$ cat config.mk
export PLATFORM = sky130hd
export DESIGN_NAME = sub_seq_ctrl
export DESIGN_NICKNAME = d
export VERILOG_FILES = /design/src/rtl/sub_seq_ctrl.sv
export SDC_FILE = /design/constraint.sdc
export NUM_CORES = 1
export LEC_CHECK = 0
export CAP_MARGIN = 0
export CELL_PAD_IN_SITES_DETAIL_PLACEMENT = 1
export CELL_PAD_IN_SITES_GLOBAL_PLACEMENT = 1
export CORE_UTILIZATION = 30
export DETAILED_ROUTE_END_ITERATION = 7
export GPL_ROUTABILITY_DRIVEN = 0
export PLACE_DENSITY_LB_ADDON = 0.1
export SYNTH_ARGS = -nofsm -noshare
export SYNTH_HDL_FRONTEND = slang
export SYNTH_SLANG_ARGS = --single-unit
$ cat constraint.sdc
create_clock -name clk -period 3.7 [get_ports clk]
set_input_delay 0.555 -clock clk [delete_from_list [all_inputs] [get_ports clk]]
set_output_delay 0.555 -clock clk [all_outputs]
set_load 0.05 [all_outputs]
$ cat src/rtl/sub_seq_ctrl.sv
// sub_seq_ctrl: multi-cycle WIDTH-bit subtract a - b - bin on a SLICE-bit slice, LSB slice first,
// with valid/ready handshakes on operand and result sides.
module sub_seq_ctrl #(
  parameter int WIDTH = 16,
  parameter int SLICE = 4
) (
  input  logic             clk,
  input  logic             rst,
  input  logic             in_valid,
  output logic             in_ready,
  input  logic [WIDTH-1:0] in_a,
  input  logic [WIDTH-1:0] in_b,
  input  logic             in_bin,
  output logic             out_valid,
  input  logic             out_ready,
  output logic [WIDTH-1:0] out_diff,
  output logic             out_bout,
  output logic             out_zero,
  output logic             busy
);
  localparam int NSTEP = WIDTH / SLICE;
  localparam int SW = NSTEP > 1 ? $clog2(NSTEP) : 1;
  typedef enum logic [1:0] {IDLE, RUN, DONE} state_t;
  state_t           state_q;
  logic [SW-1:0]    step_q;
  logic [WIDTH-1:0] a_q, b_q, diff_q, diff_d;
  logic             borrow_q, in_ready_q, out_valid_q, busy_q, zero_q;
  logic [SLICE:0]   sub_d;
  logic             last_d;
  always_comb begin
    sub_d  = {1'b0, a_q[step_q*SLICE +: SLICE]} - {1'b0, b_q[step_q*SLICE +: SLICE]}
             - {{SLICE{1'b0}}, borrow_q};
    diff_d = diff_q;
    diff_d[step_q*SLICE +: SLICE] = sub_d[SLICE-1:0];
    last_d = step_q == SW'(NSTEP - 1);
  end
  always_ff @(posedge clk or posedge rst) begin
    if (rst) begin
      state_q     <= IDLE;
      step_q      <= '0;
      a_q         <= '0;
      b_q         <= '0;
      diff_q      <= '0;
      borrow_q    <= 1'b0;
      zero_q      <= 1'b0;
      in_ready_q  <= 1'b1;
      out_valid_q <= 1'b0;
      busy_q      <= 1'b0;
    end else begin
      case (state_q)
        IDLE: if (in_valid) begin
          a_q        <= in_a;
          b_q        <= in_b;
          borrow_q   <= in_bin;
          step_q     <= '0;
          diff_q     <= '0;
          state_q    <= RUN;
          in_ready_q <= 1'b0;
          busy_q     <= 1'b1;
        end
        RUN: begin
          diff_q   <= diff_d;
          borrow_q <= sub_d[SLICE];
          step_q   <= last_d ? '0 : step_q + 1'b1;
          if (last_d) begin
            state_q     <= DONE;
            out_valid_q <= 1'b1;
            zero_q      <= diff_d == '0;
          end
        end
        DONE: if (out_ready) begin
          state_q     <= IDLE;
          out_valid_q <= 1'b0;
          in_ready_q  <= 1'b1;
          busy_q      <= 1'b0;
        end
        default: state_q <= IDLE;
      endcase
    end
  end
  assign in_ready  = in_ready_q;
  assign out_valid = out_valid_q;
  assign out_diff  = diff_q;
  assign out_bout  = borrow_q;
  assign out_zero  = zero_q;
  assign busy      = busy_q;
endmodule

==> out/results.tsv <==
stage	metric	value	unit
run_status	status	complete, no violations	
final_layout	number of fill cells in the layout	1014	
final_layout	Syn-to-layout area delta	31.36	%
timing	RSZ-0062 raised after global routing	no	
pwr	PwrDens	1063	nW/um^2
synthesis	sequential share of the synthesized area	50.69	%
synthesis	Unique masters post-synth	37	
clock_tree	TritonCTS clock tree	built	
clock_tree	clock slew at the register clock pins of the worst setup and hold paths	0.07	ns
worst_setup_path	critical path class	reg2reg	
route	Final ANT Viol Nets	0	
global_route	via count of the first global-routing pass	2496	
worst_setup_path	required time of the critical path	3.93	ns
pwr	power share of the sequential group	27.3	%
route	uppermost routed layer	met4	
timing	min Tclk post-route	3.030	ns
worst_setup_path	element type at the critical path end	flip-flop	
global_route	Tot GR Track Use	16.98	%
route	vias per cell	4.924	
route	wire length the detailed router placed on met1	3412	um
timing	transition time of the tightest slew-check pin	0.9340	ns
worst_setup_path	largest stage delay on the critical path	0.49	ns
clock_tree	TritonCTS buffer count	9	
global_route	global route total overflow	0	
die	width of the chip	98.89	um
die	I/O pins	58	
timing	final count of negative-setup-slack endpoints	0	
synthesis	post-synthesis register bit count	57	
pwr	reported leakage power	0.001752	uW
die	Die Y-Extent	98.89	um
die	CORE AREA	8891	sq um
clock_tree	number of buffers inserted by hold repair at cts	0	
route	Routed met3 length	262	um
timing	final worst-path cycle share	81.90	%
timing	final hold viol count	0	
route	total number of vias	2270	
synthesis	number of enable-type register cells in the synthesized netlist	0	
worst_setup_path	Worst EP arrival	3.26	ns
synthesis	most instantiated flip-flop cell in the synthesis netlist	dfrtp_1	
clock_tree	clock root buffer master	clkbuf_8	
clock_tree	count of H-tree levels built during CTS	3	
timing	final-layout worst hold slack	0.4726	ns
pwr	Net Sw Frac	47.14	%
final_layout	commonest non-fill, non-tap cell in the layout	nand2_1	
route	# DRC	0	
place	input/output buffers	57	
final_layout	top library cells by usage in the layout, fill and taps aside	nand2_1, clkdlybuf4s50_1, dfrtp_1, a22o_1, inv_1	
pwr	portion of total power attributed to the clock network	14.8	%
place	pre-CTS setup slack	0.6774	ns
synthesis	cells after synthesis	288	
timing	Worst Clk Skew	0.007288	ns
clock_tree	number of clock sinks seen by CTS	57	
synthesis	Syn Nets	337	
clock_tree	Resize count post-CTS	0	
pwr	Internal Pwr Total	2078	uW
clock_tree	worst-skew pair later-pin latency	0.33	ns
die	Initial Utilization	31.68	%
final_layout	storage element area	1428	sq um
final_layout	fraction of layout cells with a size suffix above 1	9.915	%
final_layout	post-layout instance count excluding filler cells	461	
timing	Setup WS post-layout	0.6699	ns
synthesis	number of synthesis warnings	0	
route	violation count after the first detailed-route iteration	85	
pwr	worst supply voltage drop on vdd	0.4284	mV
worst_setup_path	Buffers & Inverters on Critical Path	3	
route	number of iterations in the first detailed-routing pass	4	
worst_setup_path	crit path max-delay cell type	xor2_1	
timing	accumulated negative setup slack	0	ns
final_layout	area used by multi-input combinational logic	1280	sq um
synthesis	share of flip-flops with an asynchronous set or reset after synthesis	100.0	%
job	max-capacitance violation count	0	
global_route	largest net degree at the start of global routing	45	
synthesis	Mean Syn Cell Area	9.779	sq um
global_route	number of antenna violations at the first check in global routing	0	
clock_tree	maximum root-to-sink buffer count	2	
place	post-placement cell count	445	
worst_setup_path	Worst Path Max Fanout	20	
final_layout	Final #Nets	397	
min_path	path category of the worst min-delay check	reg2reg	
place	placed wire-length estimate after detailed placement	5220	um
die	total die area	9779	sq um
worst_setup_path	crit path launch type	flip-flop	
route	average wire per cell in the routed design	15.81	um
pwr	NetSw	1853	uW
clock_tree	number of post-CTS setup repair buffers	0	
route	total met2 wirelength after detailed routing	3547	um
pwr	Gate power share	58.0	%
final_layout	Antenna Diode Count	0	
timing	Worst slew margin	37.64	%
worst_setup_path	kind of cell with the highest combined delay on the critical path	adder cells	
timing	Slew Limit Fails	0	
synthesis	cell area after technology mapping	2816	sq um
timing	maximum clock rate	330.0	MHz
worst_setup_path	critical-path cell list	buf_4, mux4_2, inv_1, fa_1, fa_1, xor2_1, inv_1, o22ai_1, a2111oi_2, a22o_1	
final_layout	post-layout instance area	3700	sq um
die	Placement Rows	34	
route	total wire length after detailed routing	7290	um
place	Post-Place Cell Area	3503	sq um
global_route	first-pass GRT wire length	12760	um
[stage by stage]
stage / utilization (%) / total power (uW)
after global placement: 39.40 / 3349
final: 41.61 / 3931
after floorplan: - / 2681
after CTS: 41.61 / 3998
after detailed placement: 39.40 / 3390
after global routing: 41.61 / 4302
[worst reg2reg max path, delay by kind of cell, from the launching register on]
family	cells	cell delay, ns
adder cells (fa/ha/maj)	2	0.89
AO/OA/AOI/OAI	3	0.52
XOR/XNOR	1	0.49
buffers and inverters	3	0.42
flip-flops	1	0.37
multiplexers	1	0.23
[state kept, by name, summed over array words and instances (netlist names), 2 cells and up]
| register | cells |
|---|---|
| a_q | 16 |
| out_diff | 16 |
| b_q | 16 |
| state_q | 2 |
| step_q | 2 |
[final cells by class]
class	count	area share (%)
Sequential cell	57	38.59
Multi-Input combinational cell	204	34.60
Timing Repair Buffer	62	16.44
Clock buffer	11	3.821
Tap cell	108	3.652
Clock inverter	5	1.488
Inverter	14	1.420
[per-layer routing]
| metal | track usage, % | vias to the layer above |
|---|---|---|
| li1 | - | 1095 |
| met1 | 21.50 | 1118 |
| met2 | 28.51 | 51 |
| met3 | 4.326 | 6 |
| met4 | 5.166 | 0 |
| met5 | 0 | - |
[Yosys cell counts (all sizes together) (3+ instances only)]
cell	number	area share, %
a31oi	4	0.89
dfrtp	56	50
clkbuf	9	1.2
buf	4	0.89
inv	14	1.9
nand2b	3	0.67
nor2b	3	0.67
nor2	6	0.80
and3	3	0.67
ha	10	4.4
a21oi	11	2.1
nor4	3	0.67
nand2	106	14
and3b	3	0.93
o21ai	7	1.2
a22o	16	5.0
mux4	8	6.4
nand3	3	0.53
[power by group through the flow]
stage	Sequential [uW]	Combinational [uW]	Clock (uW)
after floorplan	1270	1410	0
after global placement	1080	2270	0
after detailed placement	1090	2300	0
after CTS	1080	2320	601
after global routing	1110	2560	632
final	1070	2280	580
[cell families after synthesis]
logic type	Yosys count	synth area share (%)
adders and majority gates	12	5.864
buffers and inverters	27	3.954
xor gates and xnor gates	3	0.9331
DFF	57	50.69
AOI/OAI and AO/OA	46	11.68
and+or+nand+nor	134	20.08
muxes	9	6.797
[worst paths after layout]
| kind | startpoint | end | slack (ns) | cells after the start |
|---|---|---|---|---|
| worst min register to register | a_q[8] | a_q[8] | 0.47 | 2 |
| worst min-delay path | a_q[8] | a_q[8] | 0.47 | 2 |
| min in group asynchronous | rst | b_q[3] | 0.75 | 2 |
| worst max register to register | step_q[0] | out_zero | 0.67 | 10 |
| worst max-delay path | step_q[0] | out_zero | 0.67 | 10 |
| max in group asynchronous | rst | a_q[8] | 2.27 | 3 |
No activity file was read; power rests on OpenSTA's default activity.
